===== src/rtl/leaf_out_arbiter_if.sv =====
// ---------------------------------------------------------------------------
// leaf_out_arbiter_if
// Bundles the user-side request/accept signals, the destination config write
// port, the downstream credit return, the resend control and the outgoing
// BFT packet of leaf_out_arbiter.
//   din_leaf_user2interface  user words, port i at slice i
//   vld_user2interface       per-port word valid
//   ack_interface2user       per-port accept (combinational in the arbiter)
//   cfg_wr/cfg_port/cfg_leaf/cfg_dport  destination config write
//   cred_vld/cred_port/cred_amt         credit return from downstream
//   resend                   suspends issue while high
//   dout_leaf_interface2bft  registered outgoing packet
// modport slave  : the arbiter side
// modport master : the user / test side
// ---------------------------------------------------------------------------
interface leaf_out_arbiter_if #(
  parameter int PACKET_BITS   = 49,
  parameter int PAYLOAD_BITS  = 32,
  parameter int NUM_LEAF_BITS = 5,
  parameter int NUM_PORT_BITS = 4,
  parameter int NUM_ADDR_BITS = 7,
  parameter int NUM_OUT_PORTS = 4
) ();
  logic [NUM_OUT_PORTS*PAYLOAD_BITS-1:0] din_leaf_user2interface;
  logic [NUM_OUT_PORTS-1:0]              vld_user2interface;
  logic [NUM_OUT_PORTS-1:0]              ack_interface2user;
  logic                                  cfg_wr;
  logic [NUM_PORT_BITS-1:0]              cfg_port;
  logic [NUM_LEAF_BITS-1:0]              cfg_leaf;
  logic [NUM_PORT_BITS-1:0]              cfg_dport;
  logic                                  cred_vld;
  logic [NUM_PORT_BITS-1:0]              cred_port;
  logic [NUM_ADDR_BITS:0]                cred_amt;
  logic                                  resend;
  logic [PACKET_BITS-1:0]                dout_leaf_interface2bft;

  modport slave (
    input  din_leaf_user2interface, vld_user2interface,
    input  cfg_wr, cfg_port, cfg_leaf, cfg_dport,
    input  cred_vld, cred_port, cred_amt, resend,
    output ack_interface2user, dout_leaf_interface2bft
  );

  modport master (
    output din_leaf_user2interface, vld_user2interface,
    output cfg_wr, cfg_port, cfg_leaf, cfg_dport,
    output cred_vld, cred_port, cred_amt, resend,
    input  ack_interface2user, dout_leaf_interface2bft
  );
endinterface


===== src/rtl/leaf_out_arbiter.sv =====
// ---------------------------------------------------------------------------
// leaf_out_arbiter
// Round-robin arbiter that turns per-port user words into BFT packets.
// Each port carries a destination (leaf, port), a sequence counter and a
// credit counter. A port is granted when it has valid data, a valid config,
// non-zero credit and resend is low. The granted word is wrapped into
//   [48] valid | [47:43] leaf | [42:39] port | [38:32] seq | [31:0] payload
// and presented on the registered output one cycle after the grant.
// Ports:
//   clk    clock
//   reset  synchronous, active-low
//   bus    leaf_out_arbiter_if.slave (user side, config, credits, packet out)
// ---------------------------------------------------------------------------
module leaf_out_arbiter #(
  parameter int PACKET_BITS   = 49,
  parameter int PAYLOAD_BITS  = 32,
  parameter int NUM_LEAF_BITS = 5,
  parameter int NUM_PORT_BITS = 4,
  parameter int NUM_ADDR_BITS = 7,
  parameter int NUM_OUT_PORTS = 4,
  parameter int CREDIT_INIT   = 64
) (
  input  logic               clk,
  input  logic               reset,
  leaf_out_arbiter_if.slave  bus
);

  localparam int CRED_BITS = NUM_ADDR_BITS + 1;
  localparam int PTR_BITS  = (NUM_OUT_PORTS > 1) ? $clog2(NUM_OUT_PORTS) : 1;
  localparam int SEQ_LSB   = PAYLOAD_BITS;
  localparam int DPORT_LSB = SEQ_LSB + NUM_ADDR_BITS;
  localparam int LEAF_LSB  = DPORT_LSB + NUM_PORT_BITS;
  // One extra bit so credit + return cannot wrap before saturation.
  localparam logic [CRED_BITS:0] CREDIT_MAX = (CRED_BITS+1)'(2**NUM_ADDR_BITS);

  logic [NUM_OUT_PORTS-1:0]                    eligible;
  logic [NUM_OUT_PORTS-1:0]                    grant_onehot;
  logic [NUM_OUT_PORTS-1:0][NUM_LEAF_BITS-1:0] port_leaf;
  logic [NUM_OUT_PORTS-1:0][NUM_PORT_BITS-1:0] port_dport;
  logic [NUM_OUT_PORTS-1:0][NUM_ADDR_BITS-1:0] port_seq;

  logic                   any_grant;
  logic                   grant_valid;
  logic [PTR_BITS-1:0]    grant_idx;
  logic [PTR_BITS-1:0]    rr_ptr_reg, rr_ptr_next;
  logic [PACKET_BITS-1:0] dout_reg, dout_next;
  int                     search_idx;

  // -------------------------------------------------------------------------
  // Per-port state: destination config, sequence counter, credit counter.
  // -------------------------------------------------------------------------
  generate
    for (genvar gi = 0; gi < NUM_OUT_PORTS; gi++) begin : gen_port
      logic                     cfg_valid_reg;
      logic [NUM_LEAF_BITS-1:0] leaf_reg;
      logic [NUM_PORT_BITS-1:0] dport_reg;
      logic [NUM_ADDR_BITS-1:0] seq_reg;
      logic [CRED_BITS-1:0]     credit_reg, credit_next;
      logic [CRED_BITS:0]       credit_sum;
      logic                     cfg_hit, cred_hit;

      // Out-of-range port numbers never match any gi, so they are dropped.
      assign cfg_hit  = bus.cfg_wr   && (bus.cfg_port  == NUM_PORT_BITS'(gi));
      assign cred_hit = bus.cred_vld && (bus.cred_port == NUM_PORT_BITS'(gi));

      assign eligible[gi] = bus.vld_user2interface[gi] && cfg_valid_reg &&
                            (credit_reg != '0) && !bus.resend;

      assign port_leaf[gi]  = leaf_reg;
      assign port_dport[gi] = dport_reg;
      assign port_seq[gi]   = seq_reg;

      // Return and grant are combined first, then clamped to the ceiling.
      always_comb begin
        credit_sum = {1'b0, credit_reg};
        if (cred_hit)
          credit_sum = credit_sum + {1'b0, bus.cred_amt};
        if (grant_onehot[gi])
          credit_sum = credit_sum - (CRED_BITS+1)'(1);
        if (credit_sum > CREDIT_MAX)
          credit_next = CREDIT_MAX[CRED_BITS-1:0];
        else
          credit_next = credit_sum[CRED_BITS-1:0];
      end

      always_ff @(posedge clk) begin
        if (!reset) begin
          cfg_valid_reg <= 1'b0;
          leaf_reg      <= '0;
          dport_reg     <= '0;
          seq_reg       <= '0;
          credit_reg    <= CRED_BITS'(CREDIT_INIT);
        end else begin
          if (cfg_hit) begin
            cfg_valid_reg <= 1'b1;
            leaf_reg      <= bus.cfg_leaf;
            dport_reg     <= bus.cfg_dport;
          end
          if (grant_onehot[gi])
            seq_reg <= seq_reg + NUM_ADDR_BITS'(1);
          credit_reg <= credit_next;
        end
      end
    end
  endgenerate

  // -------------------------------------------------------------------------
  // Round-robin search starting at rr_ptr, ascending with wrap.
  // -------------------------------------------------------------------------
  always_comb begin
    any_grant  = 1'b0;
    grant_idx  = '0;
    search_idx = 0;
    for (int off = 0; off < NUM_OUT_PORTS; off++) begin
      search_idx = int'(rr_ptr_reg) + off;
      if (search_idx >= NUM_OUT_PORTS)
        search_idx = search_idx - NUM_OUT_PORTS;
      if (!any_grant && eligible[search_idx]) begin
        any_grant = 1'b1;
        grant_idx = PTR_BITS'(search_idx);
      end
    end
  end

  // Holding reset low suppresses acks even though eligibility is unaffected.
  assign grant_valid = any_grant && reset;

  always_comb begin
    grant_onehot = '0;
    if (grant_valid)
      grant_onehot[grant_idx] = 1'b1;
  end

  always_comb begin
    rr_ptr_next = rr_ptr_reg;
    if (grant_valid) begin
      if (int'(grant_idx) == NUM_OUT_PORTS - 1)
        rr_ptr_next = '0;
      else
        rr_ptr_next = grant_idx + PTR_BITS'(1);
    end
  end

  // Packet is assembled from the registered header state of the granted port.
  always_comb begin
    dout_next = '0;
    if (grant_valid) begin
      dout_next[PAYLOAD_BITS-1:0] =
        bus.din_leaf_user2interface[int'(grant_idx)*PAYLOAD_BITS +: PAYLOAD_BITS];
      dout_next[SEQ_LSB   +: NUM_ADDR_BITS] = port_seq[grant_idx];
      dout_next[DPORT_LSB +: NUM_PORT_BITS] = port_dport[grant_idx];
      dout_next[LEAF_LSB  +: NUM_LEAF_BITS] = port_leaf[grant_idx];
      dout_next[PACKET_BITS-1]              = 1'b1;
    end
  end

  always_ff @(posedge clk) begin
    if (!reset) begin
      dout_reg   <= '0;
      rr_ptr_reg <= '0;
    end else begin
      dout_reg   <= dout_next;
      rr_ptr_reg <= rr_ptr_next;
    end
  end

  assign bus.ack_interface2user      = grant_onehot;
  assign bus.dout_leaf_interface2bft = dout_reg;

endmodule

===== src/flat_wrapper.sv =====
// flat-port wrapper written by rule: the top's interface ports become plain ports
module leaf_out_arbiter_flat 
#(
  parameter int PACKET_BITS   = 49,
  parameter int PAYLOAD_BITS  = 32,
  parameter int NUM_LEAF_BITS = 5,
  parameter int NUM_PORT_BITS = 4,
  parameter int NUM_ADDR_BITS = 7,
  parameter int NUM_OUT_PORTS = 4,
  parameter int CREDIT_INIT   = 64
)
  (clk, reset, bus_din_leaf_user2interface, bus_vld_user2interface, bus_cfg_wr, bus_cfg_port, bus_cfg_leaf, bus_cfg_dport, bus_cred_vld, bus_cred_port, bus_cred_amt, bus_resend, bus_ack_interface2user, bus_dout_leaf_interface2bft);
  leaf_out_arbiter_if #(.PACKET_BITS(PACKET_BITS), .PAYLOAD_BITS(PAYLOAD_BITS), .NUM_LEAF_BITS(NUM_LEAF_BITS), .NUM_PORT_BITS(NUM_PORT_BITS), .NUM_ADDR_BITS(NUM_ADDR_BITS), .NUM_OUT_PORTS(NUM_OUT_PORTS)) bus_i ();
  input  logic clk;
  input  logic reset;
  input wire logic [$bits(bus_i.din_leaf_user2interface)-1:0] bus_din_leaf_user2interface;
  input wire logic [$bits(bus_i.vld_user2interface)-1:0] bus_vld_user2interface;
  input wire logic [$bits(bus_i.cfg_wr)-1:0] bus_cfg_wr;
  input wire logic [$bits(bus_i.cfg_port)-1:0] bus_cfg_port;
  input wire logic [$bits(bus_i.cfg_leaf)-1:0] bus_cfg_leaf;
  input wire logic [$bits(bus_i.cfg_dport)-1:0] bus_cfg_dport;
  input wire logic [$bits(bus_i.cred_vld)-1:0] bus_cred_vld;
  input wire logic [$bits(bus_i.cred_port)-1:0] bus_cred_port;
  input wire logic [$bits(bus_i.cred_amt)-1:0] bus_cred_amt;
  input wire logic [$bits(bus_i.resend)-1:0] bus_resend;
  output wire logic [$bits(bus_i.ack_interface2user)-1:0] bus_ack_interface2user;
  output wire logic [$bits(bus_i.dout_leaf_interface2bft)-1:0] bus_dout_leaf_interface2bft;
  assign bus_i.din_leaf_user2interface = bus_din_leaf_user2interface;
  assign bus_i.vld_user2interface = bus_vld_user2interface;
  assign bus_i.cfg_wr = bus_cfg_wr;
  assign bus_i.cfg_port = bus_cfg_port;
  assign bus_i.cfg_leaf = bus_cfg_leaf;
  assign bus_i.cfg_dport = bus_cfg_dport;
  assign bus_i.cred_vld = bus_cred_vld;
  assign bus_i.cred_port = bus_cred_port;
  assign bus_i.cred_amt = bus_cred_amt;
  assign bus_i.resend = bus_resend;
  assign bus_ack_interface2user = bus_i.ack_interface2user;
  assign bus_dout_leaf_interface2bft = bus_i.dout_leaf_interface2bft;
  leaf_out_arbiter #(.PACKET_BITS(PACKET_BITS), .PAYLOAD_BITS(PAYLOAD_BITS), .NUM_LEAF_BITS(NUM_LEAF_BITS), .NUM_PORT_BITS(NUM_PORT_BITS), .NUM_ADDR_BITS(NUM_ADDR_BITS), .NUM_OUT_PORTS(NUM_OUT_PORTS), .CREDIT_INIT(CREDIT_INIT)) u_core (.clk(clk), .reset(reset), .bus(bus_i));
endmodule

===== config.mk =====
export PLATFORM = sky130hd
export DESIGN_NAME = leaf_out_arbiter_flat
export DESIGN_NICKNAME = d
export VERILOG_FILES = /design/src/rtl/leaf_out_arbiter_if.sv /design/src/rtl/leaf_out_arbiter.sv /design/src/flat_wrapper.sv
export SDC_FILE = /design/constraint.sdc
export NUM_CORES = 1
export LEC_CHECK = 0
export ABC_AREA = 1
export CORE_MARGIN = 4
export CORE_UTILIZATION = 45
export CTS_BUF_LIST = sky130_fd_sc_hd__clkbuf_16
export DETAILED_ROUTE_END_ITERATION = 10
export HOLD_SLACK_MARGIN = 0.03
export PLACE_DENSITY = 0.78
export SYNTH_ARGS = -nofsm -noshare
export SYNTH_HDL_FRONTEND = slang
export SYNTH_SLANG_ARGS = --single-unit

===== constraint.sdc =====
create_clock -name clk -period 5.5 [get_ports clk]
set_input_delay 1.1 -clock clk [delete_from_list [all_inputs] [get_ports clk]]
set_output_delay 1.1 -clock clk [all_outputs]
set_load 0.005 [all_outputs]

# Yosys cells after proc, flatten, opt, wreduce, memory -nomap -nowiden
# Cells that the tools add are included.
# Widths: inputs -> output; s select.
# classes
n_addsub,20
order_cmp,14
eq_ne,7
shifts,1
muxes,47
n_bitwise,1
reduce_logical,40
# op_table
operator,n
$lt 32x4->1 const B,4
$mux 32,4
$shiftx 128x8->32,1
$ge 32x4->1 const B,3
$sub 32x4->32 const B,3
$mux 9,8
$mux 49,1
$add 8x8->9,4
$gt 9x8->1 const B,4
$sub 9x1->9 const B,4
$mux 8,4
$reduce_bool 8->1,4
$add 7x1->7 const B,4
$logic_and 1x1->1,25
$eq 4x2->1 const B,4
$bmux 7 s2,1
$mux 1,13
$bmux 5 s2,1
$mux 2,5
$bmux 1 s2,4
$bmux 4 s2,1
$eq 4x1->1 const B,2
$logic_not 4->1,2
$mux 4,2
15 further kinds,22
# word_totals
reg_bits,151
inputBits,162
output_inout_bits,53

# Longest topological paths before layout
# logic_depth
depth_word,24
ltp_mapped,25
mapped_depth_nobuf,24

# Worst setup path before layout
# No wires, ideal clock.
# synth_path
path_kind,input to output
from,in bus_resend
to,out bus_ack_interface2user[3]
t_arrival_ns,3.022
t_required_ns,4.400
slack_ns,1.378
stages,14
cell_sequence,inv_1 > nand2_1 > nor2_1 > nand3_1 > nand3_1 > nand2_2 > nand4_4 > buf_6 > nand3_2 > inv_2 > clkbuf_1 > ha_1 > nand3_2 > inv_1
# synth_via
elab_chain_len,20
word_cells_on_any_way,38
cone_classes,order compare (2); mux (23); reduce/logical (13)
# synth_lines
element,line_no,rtl
start: declaration,flat_wrapper.sv:25,input wire logic [$bits(bus_i.resend)-1:0] bus_resend;
$logic_not 1->1 *,leaf_out_arbiter.sv:67,(credit_reg != '0) && !bus.resend;
$logic_and 1x1->1,leaf_out_arbiter.sv:67,
$bmux 1 s2,leaf_out_arbiter.sv:118,if (!any_grant && eligible[search_idx]) begin
$mux 1 (implied by the code) (2 in a row),leaf_out_arbiter.sv:118,
$mux 1,leaf_out_arbiter.sv:118,
$logic_not 1->1,leaf_out_arbiter.sv:118,
$logic_and 1x1->1,leaf_out_arbiter.sv:118,
$mux 1,leaf_out_arbiter.sv:118,
[... 3 more ...],--,
$logic_not 1->1,leaf_out_arbiter.sv:118,
$logic_and 1x1->1,leaf_out_arbiter.sv:118,
$mux 2,leaf_out_arbiter.sv:118,
$lt 2x3->1 (implied by the code) or $ge 2x1->1 (tied branches),leaf_out_arbiter.sv:131,grant_onehot[grant_idx] = 1'b1;
$logic_and 1x1->1 (implied by the code),leaf_out_arbiter.sv:131,
$mux 1 (implied by the code),leaf_out_arbiter.sv:131,
$demux 1 s2,--,
$mux 4 *,leaf_out_arbiter.sv:130,if (grant_valid)
end: declaration,flat_wrapper.sv:26,output wire logic [$bits(bus_i.ack_interface2user)-1:0] bus_ack_interface2user;
# Every way passes the cells marked *; elsewhere a longest branch is shown, timed or not. The select of a mux whose other input is x is not followed.

# Worst setup path in the final report
# layout_path
from,in bus_resend
to,out bus_ack_interface2user[1]
# Same word-level chain as after synthesis.

==> flow_summary.ini <==
[worst_setup_path]
crit_top_cell = nand3_1
cp_top_family = buffers and inverters
rrSetupSlack_ns = 2.24
crit_path_start_kind = input port
crit_slowest_cell = clkdlybuf4s50_1
critPathMaxStageDelay_ns = 0.56
end_kind = primary output
critPathMaxFanout = 17
crit_required_ns = 4.40
cp.arrival_ns = 3.98
crit_buf_inv = 6
path_cells = clkdlybuf4s50_1, inv_1, nand2_1, nor2_1, nand3_1, nand3_1, nand2_1, inv_1, nand3_1, o21ai_1, nand2_2, inv_2, ha_1, nand3_2, inv_2, clkdlybuf4s50_1
path_class = input port to primary output

[drt]
drt-wirelength-per-cell_um = 15.15
vias_per_cell = 5.259
drc = 0
routed_wl_mm = 28.78
vias = 9986
dr.first_iter.drc_count = 692
firstDrtPassIters = 5
drtAntennaViolNets = 0

[cells_and_area]
final_cell_count_no_fill = 1899
largest_reg_flops = 49
finalCoreUtilization_pct = 60.27
layout_commonest_cell = nand2_1
antennaDiodeCount = 0
area.growth.synth_to_final_pct = 30.76
drive_above_1_share_pct = 5.402
stdcell_area_um2 = 12310
layout_common_cells = nand2_1, clkdlybuf4s50_1, a21oi_1
nNetsFinal = 1826

[timing]
timing.final.crit_period_ns = 5.077
setup_viol = 0
slew_violations = 0
slew_headroom_pct = 33.43
tns_ns = 0
skew_ns = 0.01530
max_freq_mhz = 197.0
tightest_slew_ns = 0.9985
hold_viol = 0
postLayoutSetupSlackWorst_ns = 0.4229
rsz0062_at_grt = no
fin_crit_sh_pct = 92.31

[placed_design]
dp.cells = 1867
port_buffers = 214
place_ws_ns = 0.4631
dpl_cell_area_um2 = 11710
gp_congestion = 0.9013
post-dp-hpwl_mm = 21.23

[global_routing]
grt_pass1_vias = 9172
grt_antenna_before_repair = 0
gr-total-overflow = 0
track_usage_pct = 23.72
grt_max_degree = 100
grt_pass1_wl_mm = 46.35

[die]
core.rowCount = 52
die_h_um = 152.7
ios = 215
initial_core_util_pct = 46.09
die_w_um = 152.7
die_area_um2 = 23300
fp.coreArea_um2 = 20430

[cts]
hold_buffers = 0
cts_root_buffer = clkbuf_16
cts_sinks = 151
postCtsSetupRepairBufs = 0
clk_pin_slew_worst_paths_ns = 0.07
htreeDepth = 4
clock_latency_ns = 0.43
cts_resized = 0
clock_path_buffers = 2
cts_made_buffers = 17
cts_tree = built

[flow_run]
maxCapViolCount = 0

[yosys]
ys_warn_count = 0
syn_nets = 1640
yosysSeqAreaShare_pct = 32.10
synth.distinct_cells = 43
synth-seq-cells = 151
synth_area_per_cell_um2 = 6.585
synth.cell_area_um2 = 9417
synth_cells = 1430

[outcome]
status = complete, no violations

[pwr]
powerDensity_nw_per_um2 = 587.2
ir_drop_mv = 0.6722
p_leak_uw = 0.005255

[hold_path]
min_path_type = flip-flop to flip-flop
==> tightest hold or removal path, delay by kind of cell (launching register included) <==
family          cells  cell delay, ns
buf+inv             1            0.05
flops               1            0.31
compound gates      1            0.05
==> synth_stat cells <==
library cell    n  area (um2)
a31oi_1         2       12.51
nor3_2          1       10.01
inv_2          12       45.04
nand3b_1        3       22.52
xnor2_1         5       43.79
a21oi_1       197       986.0
and2_0          1       6.260
a211oi_1       32       240.2
o21bai_1        1       7.510
o31a_1          1       8.760
nor2_2          3       18.77
or2_2           9       56.30
ha_1           44       550.5
buf_1           4       15.01
nor2_1         89       334.1
xnor2_2         1       16.27
dfxtp_1       151        3023
o21ai_4         1       16.27
inv_1         169       634.4
xor2_1         19       166.4
buf_2          15       75.07
nand4_4         1       21.27
o21ai_2         2       17.52
a21o_1          4       30.03
nor3b_1         3       22.52
o21ai_0       112       560.5
or2_1           2       12.51
nand3_1        91       455.4
buf_4           4       30.03
clkinv_1        1       3.750
nor3_1         12       60.06
o211ai_1        2       15.01
o21ai_1        13       65.06
fa_1            4       80.08
a21boi_0        3       22.52
o21a_1          5       37.54
clkbuf_1       32       120.1
and2_1          2       12.51
nand2_2         4       25.02
nand4_1        23       143.9
nand3_2         9       90.09
nand2_1       338        1269
buf_6           3       33.78
==> routing by layer <==
metal / up-vias / wire [um] / GRT usage, %
met5: - / 0 / 0
met4: 0 / 747 / 7.594
met1: 4513 / 12410 / 30.38
li1: 5097 / - / -
met3: 55 / 1512 / 3.351
met2: 321 / 14100 / 41.29
==> logic make-up (layout without fill, tap and decap cells) <==
group	after synthesis	in the layout	share of synthesized area, %
and+or+nand+nor	591	591	27.19
adders and majority gates	48	48	6.697
buffers and inverters	240	439	10.16
xor gates and xnor gates	25	25	2.405
DFF	151	151	32.10
AOI/OAI and AO/OA	375	375	21.45
==> final cells by class <==
class | count | area [um2]
well taps | 270 | 337.8
clock buffers | 17 | 425.4
flip-flops and latches | 151 | 3023
multi-input cells | 1039 | 5449
fillers | 1893 | 8117
inverters | 182 | 683.2
clock inverters | 15 | 175.2
repair buffers | 225 | 2220
==> stage by stage <==
step | power, uW | hold slack (ns)
global route | 7857 | 0.4633
detailed placement | 5995 | 0.4339
floorplan | 4803 | 0.4205
finish | 7230 | 0.4459
global placement | 5913 | 0.4291
CTS | 7201 | 0.4452
==> report_power, final <==
| group | switching (uW) | internal (uW) |
|---|---|---|
| registers | 88.6 | 1270 |
| clock network | 545 | 649 |
| logic | 3130 | 1550 |
==> path summary, 6_finish.rpt <==
check	end	cells after the start	startpoint
worst min register to register	u_core.gen_port[1].dport_reg[3]	2	u_core.gen_port[1].dport_reg[3]
worst max register to register	u_core.gen_port[1].credit_reg[2]	18	u_core.gen_port[2].credit_reg[1]
worst min-delay path	u_core.gen_port[1].dport_reg[3]	2	u_core.gen_port[1].dport_reg[3]
worst max-delay path	bus_ack_interface2user[1]	16	bus_resend
Note: power is estimated with default switching activity, not from simulation.
